--- src/rtl/bus_pkg.sv ---
// Shared definitions for the serial system bus.
// Used by both the master and slave ends.
package bus_pkg;

    localparam int BUS_ADDR_W          = 12;
    localparam int BUS_DATA_W          = 8;
    localparam int BUS_TIMEOUT_DEFAULT = 255;

    typedef enum logic [4:0] {
        S_IDLE  = 5'b00001,
        S_ADDR  = 5'b00010,
        S_WDATA = 5'b00100,
        S_RDATA = 5'b01000,
        S_RESP  = 5'b10000
    } bus_state_t;

endpackage

--- src/rtl/master_rx_shift.sv ---
// Serial-to-parallel read-data capture for the master port.
// Tracks received bits and cycles since the last bit.
module master_rx_shift
    import bus_pkg::*;
#(
    parameter int ADDR_W  = BUS_ADDR_W,
    parameter int DATA_W  = BUS_DATA_W,
    parameter int TIMEOUT = BUS_TIMEOUT_DEFAULT
) (
    input  logic              clk,
    input  logic              reset,
    input  logic              clear,
    input  logic              enable,
    input  logic              slave_valid,
    input  logic              rx_data,
    output logic [DATA_W-1:0] rdata,
    output logic              done,
    output logic              timeout
);

    localparam int CNT_W = $clog2(ADDR_W);
    localparam int IDX_W = $clog2(DATA_W);
    localparam int TO_W  = $clog2(TIMEOUT + 1);

    localparam logic [CNT_W-1:0] LAST_BIT = CNT_W'(DATA_W - 1);
    localparam logic [TO_W-1:0]  TO_MAX   = TO_W'(TIMEOUT);

    logic [CNT_W-1:0] bit_cnt;
    logic [TO_W-1:0]  to_cnt;
    logic             take;

    assign take    = enable & slave_valid;
    assign done    = take && (bit_cnt == LAST_BIT);
    assign timeout = enable && !slave_valid && (to_cnt == TO_MAX);

    // Capture valid bits; count idle cycles, both saturating.
    always_ff @(posedge clk or negedge reset) begin
        if (!reset) begin
            rdata   <= '0;
            bit_cnt <= '0;
            to_cnt  <= '0;
        end else if (clear) begin
            rdata   <= '0;
            bit_cnt <= '0;
            to_cnt  <= '0;
        end else if (take) begin
            rdata[bit_cnt[IDX_W-1:0]] <= rx_data;
            to_cnt <= '0;
            if (bit_cnt != LAST_BIT) begin
                bit_cnt <= bit_cnt + 1'b1;
            end
        end else if (enable && (to_cnt != TO_MAX)) begin
            to_cnt <= to_cnt + 1'b1;
        end
    end

endmodule

--- src/rtl/master_port.sv ---
// Initiator end of the serial system bus.
// Serializes address/write data, deserializes read data.
module master_port
    import bus_pkg::*;
#(
    parameter int ADDR_W  = BUS_ADDR_W,
    parameter int DATA_W  = BUS_DATA_W,
    parameter int TIMEOUT = BUS_TIMEOUT_DEFAULT
) (
    input  logic              clk,
    input  logic              reset,
    input  logic              req_valid,
    output logic              req_ready,
    input  logic              req_write,
    input  logic [ADDR_W-1:0] req_addr,
    input  logic [DATA_W-1:0] req_wdata,
    output logic              rsp_valid,
    output logic [DATA_W-1:0] rsp_rdata,
    output logic              rsp_err,
    output logic              read_en,
    output logic              write_en,
    output logic              master_valid,
    output logic              master_ready,
    input  logic              slave_ready,
    input  logic              slave_valid,
    output logic              tx_addr,
    output logic              tx_data,
    input  logic              rx_data
);

    localparam int CNT_W  = $clog2(ADDR_W);
    localparam int DIDX_W = $clog2(DATA_W);

    localparam logic [CNT_W-1:0] A_LAST = CNT_W'(ADDR_W - 1);
    localparam logic [CNT_W-1:0] D_LAST = CNT_W'(DATA_W - 1);

    bus_state_t        state;
    bus_state_t        state_nx;
    logic [ADDR_W-1:0] addr_q;
    logic [DATA_W-1:0] wdata_q;
    logic              write_q;
    logic              err_q;
    logic              rdy_q;
    logic [CNT_W-1:0]  tx_cnt;
    logic              accept;
    logic              bit_xfer;
    logic              tx_last;
    logic [DATA_W-1:0] rx_rdata;
    logic              rx_done;
    logic              rx_timeout;

    assign accept   = (state == S_IDLE) & req_valid & rdy_q;
    assign bit_xfer = master_valid & slave_ready;
    assign tx_last  = ((state == S_ADDR) && (tx_cnt == A_LAST)) ||
                      ((state == S_WDATA) && (tx_cnt == D_LAST));

    assign req_ready    = rdy_q;
    assign master_valid = (state == S_ADDR) || (state == S_WDATA);
    assign master_ready = (state == S_RDATA);
    assign tx_addr      = (state == S_ADDR) && addr_q[tx_cnt];
    assign tx_data      = (state == S_WDATA) &&
                          wdata_q[tx_cnt[DIDX_W-1:0]];
    assign rsp_valid    = (state == S_RESP);
    assign rsp_err      = rsp_valid & err_q;
    assign rsp_rdata    = (rsp_valid && !err_q) ? rx_rdata : '0;

    master_rx_shift #(
        .ADDR_W  (ADDR_W),
        .DATA_W  (DATA_W),
        .TIMEOUT (TIMEOUT)
    ) u_rx (
        .clk         (clk),
        .reset       (reset),
        .clear       (accept),
        .enable      (master_ready),
        .slave_valid (slave_valid),
        .rx_data     (rx_data),
        .rdata       (rx_rdata),
        .done        (rx_done),
        .timeout     (rx_timeout)
    );

    // Next-state selection for the transaction sequencer.
    always_comb begin
        state_nx = state;
        unique case (state)
            S_IDLE: begin
                if (accept) state_nx = S_ADDR;
            end
            S_ADDR: begin
                if (bit_xfer && tx_last)
                    state_nx = write_q ? S_WDATA : S_RDATA;
            end
            S_WDATA: begin
                if (bit_xfer && tx_last) state_nx = S_RESP;
            end
            S_RDATA: begin
                if (rx_done || rx_timeout) state_nx = S_RESP;
            end
            S_RESP: begin
                state_nx = S_IDLE;
            end
            default: state_nx = S_IDLE;
        endcase
    end

    // State register; ready is registered so it stays low in reset.
    always_ff @(posedge clk or negedge reset) begin
        if (!reset) begin
            state <= S_IDLE;
            rdy_q <= 1'b0;
        end else begin
            state <= state_nx;
            rdy_q <= (state_nx == S_IDLE);
        end
    end

    // Latch the request and hold the transaction type until RESP exits.
    always_ff @(posedge clk or negedge reset) begin
        if (!reset) begin
            addr_q   <= '0;
            wdata_q  <= '0;
            write_q  <= 1'b0;
            read_en  <= 1'b0;
            write_en <= 1'b0;
        end else if (accept) begin
            addr_q   <= req_addr;
            wdata_q  <= req_wdata;
            write_q  <= req_write;
            read_en  <= ~req_write;
            write_en <= req_write;
        end else if (state == S_RESP) begin
            read_en  <= 1'b0;
            write_en <= 1'b0;
        end
    end

    // Transmit bit index: advances only on a completed handshake.
    always_ff @(posedge clk or negedge reset) begin
        if (!reset) begin
            tx_cnt <= '0;
        end else if (accept) begin
            tx_cnt <= '0;
        end else if (bit_xfer) begin
            tx_cnt <= tx_last ? '0 : tx_cnt + 1'b1;
        end
    end

    // Read outcome: error only when the idle-cycle limit is hit.
    always_ff @(posedge clk or negedge reset) begin
        if (!reset) begin
            err_q <= 1'b0;
        end else if (accept) begin
            err_q <= 1'b0;
        end else if (state == S_RDATA) begin
            if (rx_done) err_q <= 1'b0;
            else if (rx_timeout) err_q <= 1'b1;
        end
    end

endmodule

--- config.mk ---
export PLATFORM = sky130hd
export DESIGN_NAME = master_port
export DESIGN_NICKNAME = d
export VERILOG_FILES = /design/src/rtl/bus_pkg.sv /design/src/rtl/master_rx_shift.sv /design/src/rtl/master_port.sv
export SDC_FILE = /design/constraint.sdc
export NUM_CORES = 1
export LEC_CHECK = 0
export BUFFER_PORTS_ARGS = -buffer_cell sky130_fd_sc_hd__clkbuf_2
export CORE_UTILIZATION = 45
export DETAILED_ROUTE_END_ITERATION = 6
export PLACE_DENSITY = 0.66
export SLEW_MARGIN = 0
export SYNTH_ARGS = -nofsm -noshare
export SYNTH_HDL_FRONTEND = slang
export SYNTH_SLANG_ARGS = --single-unit
--- constraint.sdc ---
create_clock -name clk -period 2.5 [get_ports clk]
set_clock_uncertainty 0.2 [all_clocks]
set_input_delay 0.5 -clock clk [delete_from_list [all_inputs] [get_ports clk]]
set_output_delay 0.5 -clock clk [all_outputs]
set_load 0.01 [all_outputs]
[After elaboration in Yosys (flattened, before gate mapping)]
Index checks and enable logic that the tools add are counted.
Operators by class
  mux-type cells: 32
  add/subtract/negate cells: 3
  eq/ne operators: 12
  order comparisons: 4
  reductions and logical operators: 25
  bitwise operators: 6
Operators with widths (count)
  $mux W8: 6
  $mux W4: 7
  $mux W5: 4
  $pmux W5 S4: 1
  $logic_and A1 B1 Y1: 11
  $eq A5 B1 Y1 const B: 2
  $mux W1: 10
  $reduce_bool A2 Y1: 5
  $add A4 B1 Y4 const B: 2
  $add A8 B1 Y8 const B: 1
  $bwmux W8: 1
  $eq A4 B3 Y1 const B: 2
  $eq A8 B8 Y1 const B: 1
  $lt A3 B4 Y1 const B: 2
  $ne A8 B8 Y1 const B: 1
  $reduce_bool A3 Y1: 2
  $and A1 B1 Y1: 5
  $eq A5 B2 Y1 const B: 1
  $eq A5 B3 Y1 const B: 1
  $eq A5 B4 Y1 const B: 1
  $eq A5 B5 Y1 const B: 1
  $lt A4 B5 Y1 const B: 1
  $bmux W1 S4: 1
  $eq A4 B4 Y1 const B: 1
  other kinds (8): 12
Word-level totals
  logic and storage cells: 94
  input port bits: 27
  output and inout bits: 17
  flip-flop bits (word level): 54

[Logic depth before layout (Yosys ltp)]
  depth after elaboration: 7
  depth in mapped cells: 6
  mapped depth without buffers: 5

[Modules after synthesis]
Synthesis repeated with hierarchy kept, for this count alone.
Unflattened totals
  cells, all modules: 253
  area total of the unflattened synthesis: 2805.2 sq um
Modules (own cells, without submodules)
  master_port: sequential area each 852.1 sq um, cells each 136, instances 1, area an instance 1712.9 sq um
  master_rx_shift: sequential area each 500.5 sq um, cells each 117, instances 1, area an instance 1092.3 sq um

[Worst setup path before layout]
OpenSTA, ideal clock, no wires.
  path kind: register -> output
  start point: register tx_cnt[0]
  end point: output tx_addr
  arrival: 1.511 ns
  path slack: 0.289 ns
  data required time: 1.800 ns
  cell stages (with the launch flop): 5
  path buffers: 1
  cell sequence: dfrtp_1 clkbuf_1 mux4_2 o2111ai_1 o21ai_0
On the way
  longest elaborated chain between the ends: 3
Ends and longest elaborated chain
  start, declared: RTL line master_port.sv:44  | logic [CNT_W-1:0] tx_cnt;
  start signal, assigned: RTL line master_port.sv:145  | tx_cnt <= tx_last ? '0 : tx_cnt + 1'b1;
  $bmux W1 S4: RTL line master_port.sv:60  | assign tx_addr = (state == S_ADDR) && addr_q[tx_cnt];
  $mux W1 (implied by the code): RTL line master_port.sv:60
  $logic_and A1 B1 Y1: RTL line master_port.sv:60
  end, declared: RTL line master_port.sv:26  | output logic tx_addr,
Every way passes these cells. The select of a mux whose other input is x is not followed.

[Final worst setup path]
Same ends and word-level chain as after synthesis.

==> impl_metrics.tcl <==
set metrics [dict create \
    status "completed" \
    fin_ws_ns 0.1042 \
    ios 44 \
    synth-main-ff-cell "dfrtp_1" \
    fin_crit_sh_pct 95.83 \
    drtPass1Iterations 4 \
    report.final.setup_viol 0 \
    crit_fanout 6 \
    cts_buffers 5 \
    fin_area_sq_um 3209 \
    synth_area_sq_um 2770 \
    nets 367 \
    cts_buffer_depth 2 \
    yosysSeqAreaShare_pct 48.83 \
    fill_cells 553 \
    ys_ff_latch 54 \
    drv_slew 0 \
    avgSynthCellArea_sq_um 9.585 \
    worstPathArrival_ns 1.70 \
    clk_latency_ns 0.31 \
    drive_above_1_share_pct 24.56 \
    synth_edf_count 0 \
    multi_input_area_sq_um 1359 \
    rows 28 \
    ys_types 50 \
    postPlaceCellArea_sq_um 3079 \
    dr_total_vias 2225 \
    area_growth_pct 15.85 \
    dp_hpwl_um 4302 \
    setup_tns_ns 0 \
    die_height_um 80.46 \
    layout_common_cells "85 x nand2_1, 50 x dfrtp_1, 44 x clkbuf_2" \
    initial_core_util_pct 46.79 \
    worstMarginPinSlew_ns 0.5203 \
    clk_pin_slew_ns 0.10 \
    clockRootBuffer "clkbuf_8" \
    syn_inst 289 \
    vias_per_cell 5.387 \
    cap_viol_max_count 0 \
    port_buffers 43 \
    post-place-ws_ns 0.2456 \
    final_common_cell "nand2_1" \
    startpoint_type "flop" \
    grtUsageTotal_pct 20.46 \
    routed_wl_um 5956 \
    drt-wirelength-per-cell_um 14.42 \
    grt_overflow 0 \
    hold_violations 0 \
    grt_pass1_wl_um 10050 \
    slew_headroom_pct 65.32 \
    utilization_pct 54.21 \
    rsz0062_at_grt "yes" \
    hp-class "primary input to flop" \
    grt_pass1_vias 2170 \
    vdd_ir_drop_max_mv 0.4005 \
    cts_tree "done" \
    drc 0 \
    leakagePower_nw 1.579 \
    synth_nets 319 \
    final_antenna_net_count 0 \
    die_area_sq_um 6474 \
    gp_congestion 0.7643 \
    critPathRequiredTime_ns 1.80 \
    power_density_nw_per_um2 761.2 \
    antenna_found_initial 0 \
    grt_max_degree 29 \
    fmax_mhz 417.4 \
    ff_latch_area_sq_um 1356 \
    core_sq_um 5921 \
    async_reset_ff_share_pct 100.0 \
    antennaDiodeCount 0 \
    fp.dieW_um 80.46 \
    cts.htree.levels 2 \
    hold_ws_ns 0.1714 \
    min_period_ns 2.396 \
    ys_warn_count 0 \
    end_kind "output port" \
    drt_iter0_markers 69 \
    clock-sinks 54 \
    critPathKind "flop to output port" \
]
==> synth_stat cells (2+ instances only) <==
library cell	count	area, sq um
nor3b_1	4	30.03
or3_1	2	12.51
o2bb2ai_1	2	17.52
nand3_1	11	55.05
xor2_1	2	17.52
nor3_1	4	20.02
inv_1	5	18.77
nand2_1	85	319.1
clkbuf_1	9	33.78
and2_1	2	12.51
dfrtp_1	53	1326
and4_1	2	17.52
nand4b_1	2	17.52
or3b_2	2	17.52
mux4_2	4	90.09
or4_1	2	15.01
and3b_1	2	17.52
nor2_1	11	41.29
o211ai_1	2	15.01
mux2i_1	14	140.1
o31ai_1	4	30.03
nand4_1	5	31.28
ha_1	3	37.54
nand3b_1	6	45.04
and3_1	11	68.82
o21ai_0	5	25.02
a21oi_1	9	45.04
o2111ai_1	2	17.52
buf_2	3	15.01
==> logic make-up (layout without fill, tap and decap cells) <==
| logic type | Yosys count | in the layout | synth area share [%] |
|---|---|---|---|
| DFF | 54 | 54 | 48.83 |
| muxes | 18 | 18 | 8.311 |
| buffers and inverters | 19 | 68 | 2.981 |
| xor gates and xnor gates | 2 | 2 | 0.6325 |
| and+or+nand+nor | 160 | 160 | 29.54 |
| AOI/OAI and AO/OA | 33 | 33 | 8.356 |
| adders and majority gates | 3 | 3 | 1.355 |
==> through the flow <==
step	std cells	power (mW)
floorplan	289	1.711
global placement	402	1.940
detailed placement	402	1.959
CTS	411	2.447
global route	413	2.609
finish	413	2.443
==> metal layers <==
metal | track usage [%] | share of wire (%) | vias to the layer above | wire (um)
met4 | 4.821 | 1.0 | 0 | 61
li1 | - | - | 1113 | -
met5 | 0 | 0 | - | 0
met3 | 4.205 | 2.6 | 6 | 155
met1 | 25.42 | 45 | 1078 | 2683
met2 | 36.19 | 51 | 28 | 3055
==> sequential cells by signal (all words and copies together), names as in the netlist <==
register	cells
addr_q	12
err_q	1
read_en	1
req_ready	1
state	5
tx_cnt	4
u_rx.bit_cnt	4
u_rx.rdata	8
u_rx.to_cnt	8
wdata_q	8
write_en	1
write_q	1
==> critical path, cell delays in order, from the launching register on <==
cell	delay, ns
dfrtp_2	0.46
mux4_2	0.53
o2111ai_2	0.17
o21ai_1	0.08
clkbuf_2	0.14
==> power breakdown <==
group / internal, mW / switching [mW] / total (mW)
Sequential: 1.09 / 0.166 / 1.25
Combinational: 0.318 / 0.394 / 0.712
Clock: 0.200 / 0.277 / 0.477
==> final cells by class <==
cell class / instances / share of cell area [%]
multi-input cells: 216 / 42.34
flip-flops and latches: 54 / 42.26
repair buffers: 54 / 9.279
well taps: 75 / 2.924
clock buffers: 8 / 2.495
inverters: 6 / 0.7018
==> worst paths after layout <==
kind                         startpoint             end  slack, ns  cells past startpoint
setup reg to reg               state[1]  u_rx.to_cnt[7]       0.52                      4
hold / removal             req_wdata[6]      wdata_q[6]       0.17                      3
max in group asynchronous         reset   u_rx.rdata[4]       0.94                      3
hold reg to reg              wdata_q[3]      wdata_q[3]       0.28                      2
min in group asynchronous         reset       addr_q[0]       0.50                      2
setup / recovery              tx_cnt[0]         tx_addr       0.10                      4
==> repair_timing <==
| action | in CTS | in global routing |
|---|---|---|
| endpoints found under the setup margin | 9 | 10 |
| hold endpoints to repair | 18 | 0 |
| resized for setup | 2 | 9 |
| hold buffers | 1 | 0 |
| pin swaps | 0 | 0 |
| setup buffers | 0 | 2 |
Power figures use the tool's default switching activity.
